File: config.mk
export PLATFORM = sky130hd
export DESIGN_NAME = cap_pkt_sched
export DESIGN_NICKNAME = d
export VERILOG_FILES = /design/src/rtl/cap_pkt_sched.sv
export SDC_FILE = /design/constraint.sdc
export NUM_CORES = 1
export LEC_CHECK = 0
export ABC_AREA = 1
export ABC_CLOCK_PERIOD_IN_PS = 1700
export CAP_MARGIN = 20
export CORE_MARGIN = 3
export CORE_UTILIZATION = 48
export DETAILED_ROUTE_END_ITERATION = 12
export HOLD_SLACK_MARGIN = 0.08
export PLACE_DENSITY = 0.78
export SLEW_MARGIN = 0
export SYNTH_ARGS = -nofsm -noshare
export SYNTH_HDL_FRONTEND = slang
export SYNTH_SLANG_ARGS = --single-unit
File: constraint.sdc
create_clock -name clk -period 1.7 [get_ports clk]
set_input_delay 0.17 -clock clk [delete_from_list [all_inputs] [get_ports clk]]
set_output_delay 0.17 -clock clk [all_outputs]
set_load 0.02 [all_outputs]
File: src/rtl/cap_pkt_sched.sv
// cap_pkt_sched - capture packet scheduler.
// Reads a completed capture buffer and streams it to the ADC pads as framed
// packets: one leading idle interval, then fixed-length packets with gaps.
// Build option: define CAP_SELF_TEST_EN to include the internal counting
// pattern generator selected by self_test_mode.
module cap_pkt_sched #(
  parameter int DATA_W    = 18,
  parameter int ADDR_W    = 16,
  parameter int CAP_WORDS = 1728
) (
  input  logic              clk,
  input  logic              rstn,
  input  logic              sw_rstn,
  input  logic              capture_start,
  input  logic              capture_again,
  input  logic [7:0]        cfg_gap,
  input  logic [1:0]        cfg_data_length,
  input  logic [7:0]        cfg_idle_length,
  input  logic              self_test_mode,
  output logic              mem_rd_en,
  output logic [ADDR_W-1:0] mem_rd_addr,
  input  logic [DATA_W-1:0] mem_rd_data,
  output logic [DATA_W-1:0] adc_data,
  output logic              adc_data_valid,
  output logic              pkt_sof,
  output logic              pkt_eof,
  output logic              busy,
  output logic              done
);

  localparam int PKT_W = 11;
  localparam logic [ADDR_W-1:0] LAST_ADDR = ADDR_W'(CAP_WORDS - 1);

  typedef enum logic [2:0] {
    S_IDLE,
    S_PRE,
    S_DATA,
    S_GAP,
    S_DONE
  } state_t;

  state_t            state_q, state_d;
  logic              start_q, start_d;
  logic              again_q, again_d;
  logic [ADDR_W-1:0] rd_addr_q, rd_addr_d;
  logic [PKT_W-1:0]  word_cnt_q, word_cnt_d;
  logic [7:0]        wait_cnt_q, wait_cnt_d;
  logic [7:0]        gap_q, gap_d;
  logic [7:0]        idle_q, idle_d;
  logic [1:0]        len_q, len_d;
  logic              vld_q, vld_d;
  logic              sof_q, sof_d;
  logic              eof_q, eof_d;
  logic              start_edge, again_edge, trigger;
  logic              rd_fire, rd_sof, rd_eof;
  logic [PKT_W-1:0]  pkt_last;

  // Edge detector copies follow the regfile levels, even during soft reset
  always_comb begin
    start_d    = capture_start;
    again_d    = capture_again;
    start_edge = capture_start & ~start_q;
    again_edge = capture_again & ~again_q;
    trigger    = ((state_q == S_IDLE) & start_edge) |
                 ((state_q == S_DONE) & ~vld_q & (start_edge | again_edge));
    pkt_last   = (PKT_W'(216) << len_q) - PKT_W'(1);
  end

  // Run sequencing: latch config, idle lead-in, packets, gaps, completion
  always_comb begin
    state_d    = state_q;
    rd_addr_d  = rd_addr_q;
    word_cnt_d = word_cnt_q;
    wait_cnt_d = wait_cnt_q;
    gap_d      = gap_q;
    idle_d     = idle_q;
    len_d      = len_q;
    rd_fire    = 1'b0;
    rd_sof     = 1'b0;
    rd_eof     = 1'b0;
    case (state_q)
      S_IDLE, S_DONE: begin
        if (trigger) begin
          gap_d      = cfg_gap;
          idle_d     = cfg_idle_length;
          len_d      = cfg_data_length;
          rd_addr_d  = '0;
          word_cnt_d = '0;
          wait_cnt_d = '0;
          state_d    = (cfg_idle_length == 8'd0) ? S_DATA : S_PRE;
        end
      end
      S_PRE: begin
        wait_cnt_d = wait_cnt_q + 8'd1;
        if (wait_cnt_q == idle_q - 8'd1) begin
          wait_cnt_d = '0;
          state_d    = S_DATA;
        end
      end
      S_DATA: begin
        rd_fire    = 1'b1;
        rd_sof     = (word_cnt_q == '0);
        rd_addr_d  = rd_addr_q + ADDR_W'(1);
        word_cnt_d = word_cnt_q + PKT_W'(1);
        if (rd_addr_q == LAST_ADDR) begin
          rd_eof  = 1'b1;
          state_d = S_DONE;
        end else if (word_cnt_q == pkt_last) begin
          rd_eof     = 1'b1;
          word_cnt_d = '0;
          wait_cnt_d = '0;
          if (gap_q != 8'd0) begin
            state_d = S_GAP;
          end
        end
      end
      S_GAP: begin
        wait_cnt_d = wait_cnt_q + 8'd1;
        if (wait_cnt_q == gap_q - 8'd1) begin
          wait_cnt_d = '0;
          state_d    = S_DATA;
        end
      end
      default: state_d = S_IDLE;
    endcase
    if (!sw_rstn) begin
      state_d    = S_IDLE;
      rd_addr_d  = '0;
      word_cnt_d = '0;
      wait_cnt_d = '0;
      gap_d      = '0;
      idle_d     = '0;
      len_d      = '0;
    end
  end

  // Output pipeline stage lines framing up with the SRAM read latency
  always_comb begin
    vld_d = rd_fire & sw_rstn;
    sof_d = rd_sof & sw_rstn;
    eof_d = rd_eof & sw_rstn;
  end

  // State, counter, latched config and pipeline registers
  always_ff @(posedge clk or negedge rstn) begin
    if (!rstn) begin
      state_q    <= S_IDLE;
      start_q    <= 1'b0;
      again_q    <= 1'b0;
      rd_addr_q  <= '0;
      word_cnt_q <= '0;
      wait_cnt_q <= '0;
      gap_q      <= '0;
      idle_q     <= '0;
      len_q      <= '0;
      vld_q      <= 1'b0;
      sof_q      <= 1'b0;
      eof_q      <= 1'b0;
    end else begin
      state_q    <= state_d;
      start_q    <= start_d;
      again_q    <= again_d;
      rd_addr_q  <= rd_addr_d;
      word_cnt_q <= word_cnt_d;
      wait_cnt_q <= wait_cnt_d;
      gap_q      <= gap_d;
      idle_q     <= idle_d;
      len_q      <= len_d;
      vld_q      <= vld_d;
      sof_q      <= sof_d;
      eof_q      <= eof_d;
    end
  end

  assign mem_rd_addr    = rd_addr_q;
  assign adc_data_valid = vld_q;
  assign pkt_sof        = sof_q;
  assign pkt_eof        = eof_q;
  assign busy           = ((state_q != S_IDLE) && (state_q != S_DONE)) || vld_q;
  assign done           = (state_q == S_DONE) && !vld_q;

`ifdef CAP_SELF_TEST_EN
  logic              st_q, st_d;
  logic [DATA_W-1:0] tst_q, tst_d;
  logic [DATA_W-1:0] tst_data_q, tst_data_d;

  // Pattern counter restarts each run and advances once per streamed word
  always_comb begin
    st_d       = st_q;
    tst_d      = tst_q;
    tst_data_d = tst_data_q;
    if (trigger) begin
      st_d  = self_test_mode;
      tst_d = '0;
    end else if (rd_fire) begin
      tst_data_d = tst_q;
      tst_d      = tst_q + DATA_W'(1);
    end
    if (!sw_rstn) begin
      st_d       = 1'b0;
      tst_d      = '0;
      tst_data_d = '0;
    end
  end

  // Self-test mode and pattern registers
  always_ff @(posedge clk or negedge rstn) begin
    if (!rstn) begin
      st_q       <= 1'b0;
      tst_q      <= '0;
      tst_data_q <= '0;
    end else begin
      st_q       <= st_d;
      tst_q      <= tst_d;
      tst_data_q <= tst_data_d;
    end
  end

  assign mem_rd_en = rd_fire & ~st_q;
  assign adc_data  = vld_q ? (st_q ? tst_data_q : mem_rd_data) : '0;
`else
  logic unused_self_test;
  assign unused_self_test = self_test_mode;
  assign mem_rd_en        = rd_fire;
  assign adc_data         = vld_q ? mem_rd_data : '0;
`endif

endmodule

Word-level counts from Yosys, hierarchy flattened
Index checks and enable logic that the tools add are counted.
{"block": "word_totals", "wordCells": 105, "output_inout_bits": 40, "reg_bits": 61}
{"block": "classes", "n_shift": 1, "bitwise_logic": 13, "addsub": 6, "n_eq_ne": 20, "n_reduce_logical": 14, "mux": 39}
{"cell": "8-bit 2-to-1 mux", "n": 12}
{"cell": "11-bit 2-to-1 mux", "n": 4}
{"cell": "16-bit 2-to-1 mux", "n": 2}
{"cell": "16-bit one-hot mux with 2 select lines", "n": 1}
{"cell": "8-bit one-hot mux with 4 select lines", "n": 1}
{"cell": "11-bit one-hot mux with 2 select lines", "n": 1}
{"cell": "3-bit 2-to-1 mux", "n": 7}
{"cell": "18-bit 2-to-1 mux", "n": 1}
{"cell": "3-bit inequality test, second input constant", "n": 6}
{"cell": "16-bit by 1-bit adder with 16-bit output, second input constant", "n": 1}
{"cell": "16-bit by 11-bit equality test with 1-bit output, second input constant", "n": 1}
{"cell": "8-bit equality test", "n": 2}
{"cell": "8-bit by 1-bit subtractor with 8-bit output, second input constant", "n": 2}
{"cell": "3-bit one-hot mux with 4 select lines", "n": 1}
{"cell": "11-bit by 1-bit adder with 11-bit output, second input constant", "n": 1}
{"cell": "11-bit equality test", "n": 1}
{"cell": "11-bit zero test", "n": 1}
{"cell": "8-bit by 2-bit left shift with 11-bit output, first input constant", "n": 1}
{"cell": "11-bit by 2-bit subtractor with 11-bit output, second input constant", "n": 1}
{"cell": "8-bit by 1-bit adder with 8-bit output, second input constant", "n": 1}
{"cell": "1-bit AND", "n": 8}
{"cell": "8-bit zero test", "n": 1}
{"cell": "2-bit 2-to-1 mux", "n": 4}
{"cell": "4-bit inequality test, second input constant", "n": 2}
{"cell": "other kinds (20)", "n": 30}

Longest topological paths before layout
{"block": "logic_depth", "depth_word": 8, "depth_mapped": 16}

Least setup slack after synthesis
No wires, ideal clock.
{"block": "synth_path", "path_kind": "register -> register", "startpoint": "register len_q[1]", "endpoint": "register wait_cnt_q[2]", "stages_incl_launch_ff": 16, "setup_slack_ps": -158, "arrival_time_ps": 1741, "n_path_buf": 0, "required_ps": 1583, "cell_sequence": "dfrtp_1 inv_1 ha_1 inv_1 nand2_1 nand2_1 nand2_1 nand2_1 nor2_1 nand3_2 nand2_2 inv_1 nor2_1 nand2_1 inv_1 nor2_1"}
{"block": "synth_via", "elab_chain_len": 5}
{"item": "from (decl)", "line_no": "50", "source": "logic [1:0] len_q, len_d;"}
{"item": "from (signal assigned)", "line_no": "168", "source": "len_q <= len_d;"}
{"item": "8-bit by 2-bit left shift with 11-bit output", "line_no": "66", "source": "pkt_last = (PKT_W'(216) << len_q) - PKT_W'(1);"}
{"item": "11-bit by 2-bit subtractor with 11-bit output", "line_no": "66"}
{"item": "11-bit equality test", "line_no": "108", "source": "end else if (word_cnt_q == pkt_last) begin"}
{"item": "3-bit inequality test (no line)"}
{"item": "4-bit AND reduction (no line)"}
{"item": "to (signal assigned)", "line_no": "165", "source": "wait_cnt_q <= wait_cnt_d;"}
{"item": "to (decl)", "line_no": "47", "source": "logic [7:0] wait_cnt_q, wait_cnt_d;"}
Every way passes these cells.
A chain may end at the register's enable or synchronous reset.

Worst setup path in the final report
{"block": "layout_path", "startpoint": "register len_q[0]", "endpoint": "register state_q[1]"}
{"block": "layout_via", "elab_chain_len": 5}
{"item": "8-bit by 2-bit left shift with 11-bit output", "line_no": "66"}
{"item": "11-bit by 2-bit subtractor with 11-bit output", "line_no": "66"}
{"item": "11-bit equality test", "line_no": "108"}
{"item": "4-bit inequality test (no line)"}
{"item": "5-bit AND reduction (no line)"}
{"item": "to (signal assigned)", "line_no": "160", "source": "state_q <= state_d;"}
{"item": "to (decl)", "line_no": "42", "source": "state_t state_q, state_d;"}
Every way passes these cells.

==> results.cfg <==
[synthesis]
syn-num-nets = 680
synth.distinct_cells = 38
synth-xor-area-share_pct = 4.35
yosysWarnings = 0
synthesis.area_um2 = 4230
synthTopCellsByCount = nand2_1 (163), inv_1 (97), nand3_1 (73), nor2_1 (73), dfrtp_1 (61)
synth_compound_area_share_pct = 7.93
yosys.area_share.adder_pct = 3.55
synth-async-reset-ratio_pct = 100
avgSynthCellArea_um2 = 6.75
synth_seq_cells = 61
synth.most_common_cell = nand2_1
synth-edff-count = 0
synth_top_family_by_area = simple AND/OR/NAND/NOR gates
yosys.area_share.simple_pct = 37.6
synthCells = 626
synth_top_area_share_pct = 36.1
synth_top_cell_by_area = dfrtp_1
synthMuxAreaShare_pct = 0
ys.flop_type = dfrtp_1
ys_top_cells_by_area = dfrtp_1 (36%), nand2_1 (14%), nand3_1 (8.6%)
seq_area_frac_synth_pct = 36.1

[clocking]
cts_tree = built
clock-sinks = 61
clock_latency_ns = 0.35
htreeDepth = 3
cts.reportedPaths.clkPinSlew_ns = 0.08
numCtsBuffers = 9
cts_buffer_depth = 2
root_buffer = clkbuf_8

[placement]
hpwl_um = 9680
place_congestion = 1.03
io_buffers = 80
placed_area_um2 = 5660
pre_cts_slack_ns = -0.219

[sta]
worst_slew_pin_slew_ns = 0.625
setup_viol = 22
hold_viol = 0
timing.final.crit_share_pct = 118
fin_crit_ns = 2.00
maxSlewHeadroom_pct = 58.3
layout_setup_ws_ns = -0.304
rsz0062_at_grt = true
drv_slew = 0
fin_worst_skew_ns = 0.0115
fmax_mhz = 499

[floorplanning]
die_x_um = 99.9
start_util_pct = 50.4
pin_count = 82
num_rows = 33
die_area_um2 = 9970
fp.dieH_um = 99.9
core_area_um2 = 8380

[routing]
first_iter_violations = 318
vias = 4681
wl_per_cell_um = 14.8
drtAntennaViolNets = 0
first_pass_iters = 6
drcViolationCount = 0
avgViaCountPerCell = 5.27
finalWirelength_um = 13200

[finish]
postLayoutCellArea_um2 = 6120
seqCellArea_um2 = 1530
area_delta_synth_final_pct = 44.7
fill_cells = 636
multi_input_area_um2 = 2510
antenna_cells = 0
final_nets = 832
drive_above_1_share_pct = 21.2

[power_and_ir_drop]
finalPower_w = 0.00578
peakVddDrop_v = 0.000740
p_leak_nw = 3.11
p_per_area_nw_per_um2 = 944

[global_routing]
grt_max_degree = 28
grt_pass1_vias = 4671
grt_use_total_pct = 25.9
antenna_found_initial = 0
grt_pass1_wl_um = 21100
grt_overflow = 0

[run_status]
status = finished, violations left
violations = negative setup slack

[setup_path]
worstPathMaxFanout = 5
setup.worst_path.class = flop to flop
critPathLaunchType = flop
arrival_ns = 2.24
worstPathRequired_ns = 1.93
end_kind = flop

[run]
maxCapViolations = 0

[min_path]
hp-class = input port to flop
layout make-up:
type | count | area share, %
Timing Repair inverter | 1 | 0.184
Clock buffer | 12 | 2.54
Clock inverter | 4 | 0.777
Multi-Input combinational cell | 453 | 41.0
Tap cell | 105 | 2.15
Timing Repair Buffer | 151 | 21.8
Sequential cell | 61 | 25.0
Inverter | 101 | 6.56
metrics by stage:
| step | hold slack (ns) | instances | util [%] | TNS, ns |
|---|---|---|---|---|
| floorplan | -0.126 | 626 | - | -0.509 |
| global placement | 0.216 | 865 | 67.6 | -2.36 |
| detailed placement | 0.218 | 865 | 67.6 | -3.39 |
| CTS | 0.293 | 886 | 70.8 | -3.98 |
| global route | 0.293 | 888 | 73.0 | -8.61 |
| finish | 0.296 | 888 | 73.0 | -5.32 |
flip-flops by register name (all words and copies together) (netlist names):
register / cells
pkt_eof: 1
word_cnt_q: 11
again_q: 1
adc_data_valid: 1
wait_cnt_q: 8
state_q: 3
idle_q: 8
start_q: 1
pkt_sof: 1
len_q: 2
mem_rd_addr: 16
gap_q: 8
placed cells by master (no fill, tap or decap), types with 6 or more instances in the layout:
| master | Yosys | final |
|---|---|---|
| a21oi_1 | 15 | 15 |
| buf_4 | 1 | 65 |
| clkbuf_8 | 0 | 11 |
| clkdlybuf4s50_1 | 0 | 55 |
| dfrtp_1 | 61 | 57 |
| dlygate4sd2_1 | 0 | 21 |
| inv_1 | 97 | 86 |
| inv_2 | 3 | 10 |
| nand2_1 | 163 | 155 |
| nand2_2 | 4 | 9 |
| nand3_1 | 73 | 65 |
| nand3_2 | 2 | 8 |
| nand4_1 | 19 | 19 |
| nor2_1 | 73 | 64 |
| nor2_2 | 4 | 11 |
| nor2_4 | 4 | 6 |
| nor3_1 | 11 | 10 |
| o21ai_0 | 34 | 24 |
| o21ai_1 | 2 | 11 |
| xor2_1 | 15 | 14 |
where the power goes:
group          switching, W  total (W)  internal (W)
clock              0.000598    0.00135      0.000753
combinational       0.00158    0.00268       0.00110
sequential         0.000162    0.00175       0.00159
total               0.00234    0.00578       0.00344
worst max-delay path: stages (launching register included):
cell,delay [ns]
dfrtp_2,0.49
ha_2,0.23
nor2_4,0.12
xor2_2,0.18
buf_4,0.13
nand2_1,0.05
nor2_2,0.14
o211ai_1,0.11
a21boi_2,0.17
nand2_1,0.12
nand2_1,0.09
nand2_1,0.05
what timing repair did:
| action | in CTS | in global routing |
|---|---|---|
| endpoints found under the hold margin | 21 | 0 |
| pin swaps | 10 | 19 |
| resized for setup | 42 | 51 |
| gates cloned | 1 | 1 |
| hold buffers | 1 | 0 |
| buffers inserted | 3 | 2 |
| endpoints found under the setup margin | 45 | 33 |
worst paths after layout:
| check | startpoint | to | slack, ns | depth (start not counted) |
|---|---|---|---|---|
| max in group asynchronous | rstn | gap_q[3] | 0.76 | 3 |
| min in group asynchronous | rstn | mem_rd_addr[15] | 0.37 | 2 |
| hold / removal | capture_again | again_q | 0.30 | 1 |
| hold reg to reg | gap_q[4] | gap_q[4] | 0.54 | 2 |
| setup / recovery | len_q[0] | state_q[1] | -0.30 | 11 |
| setup reg to reg | len_q[0] | state_q[1] | -0.30 | 11 |
cells by family after synthesis:
kind of cell    after synthesis
simple gates                359
compound gates               61
flops                        61
fa+ha+maj                    12
xor+xnor                     21
buf+inv                     112
per-layer routing:
layer  global-route usage, %  share of wire, %  up-vias
met2                    46.5                52      176
li1                        -                 -     2297
met3                    5.70               5.7       32
met5                       0                 0        -
met1                    31.3                40     2176
met4                    7.14               2.5        0
(Power assumes the default switching activity.)
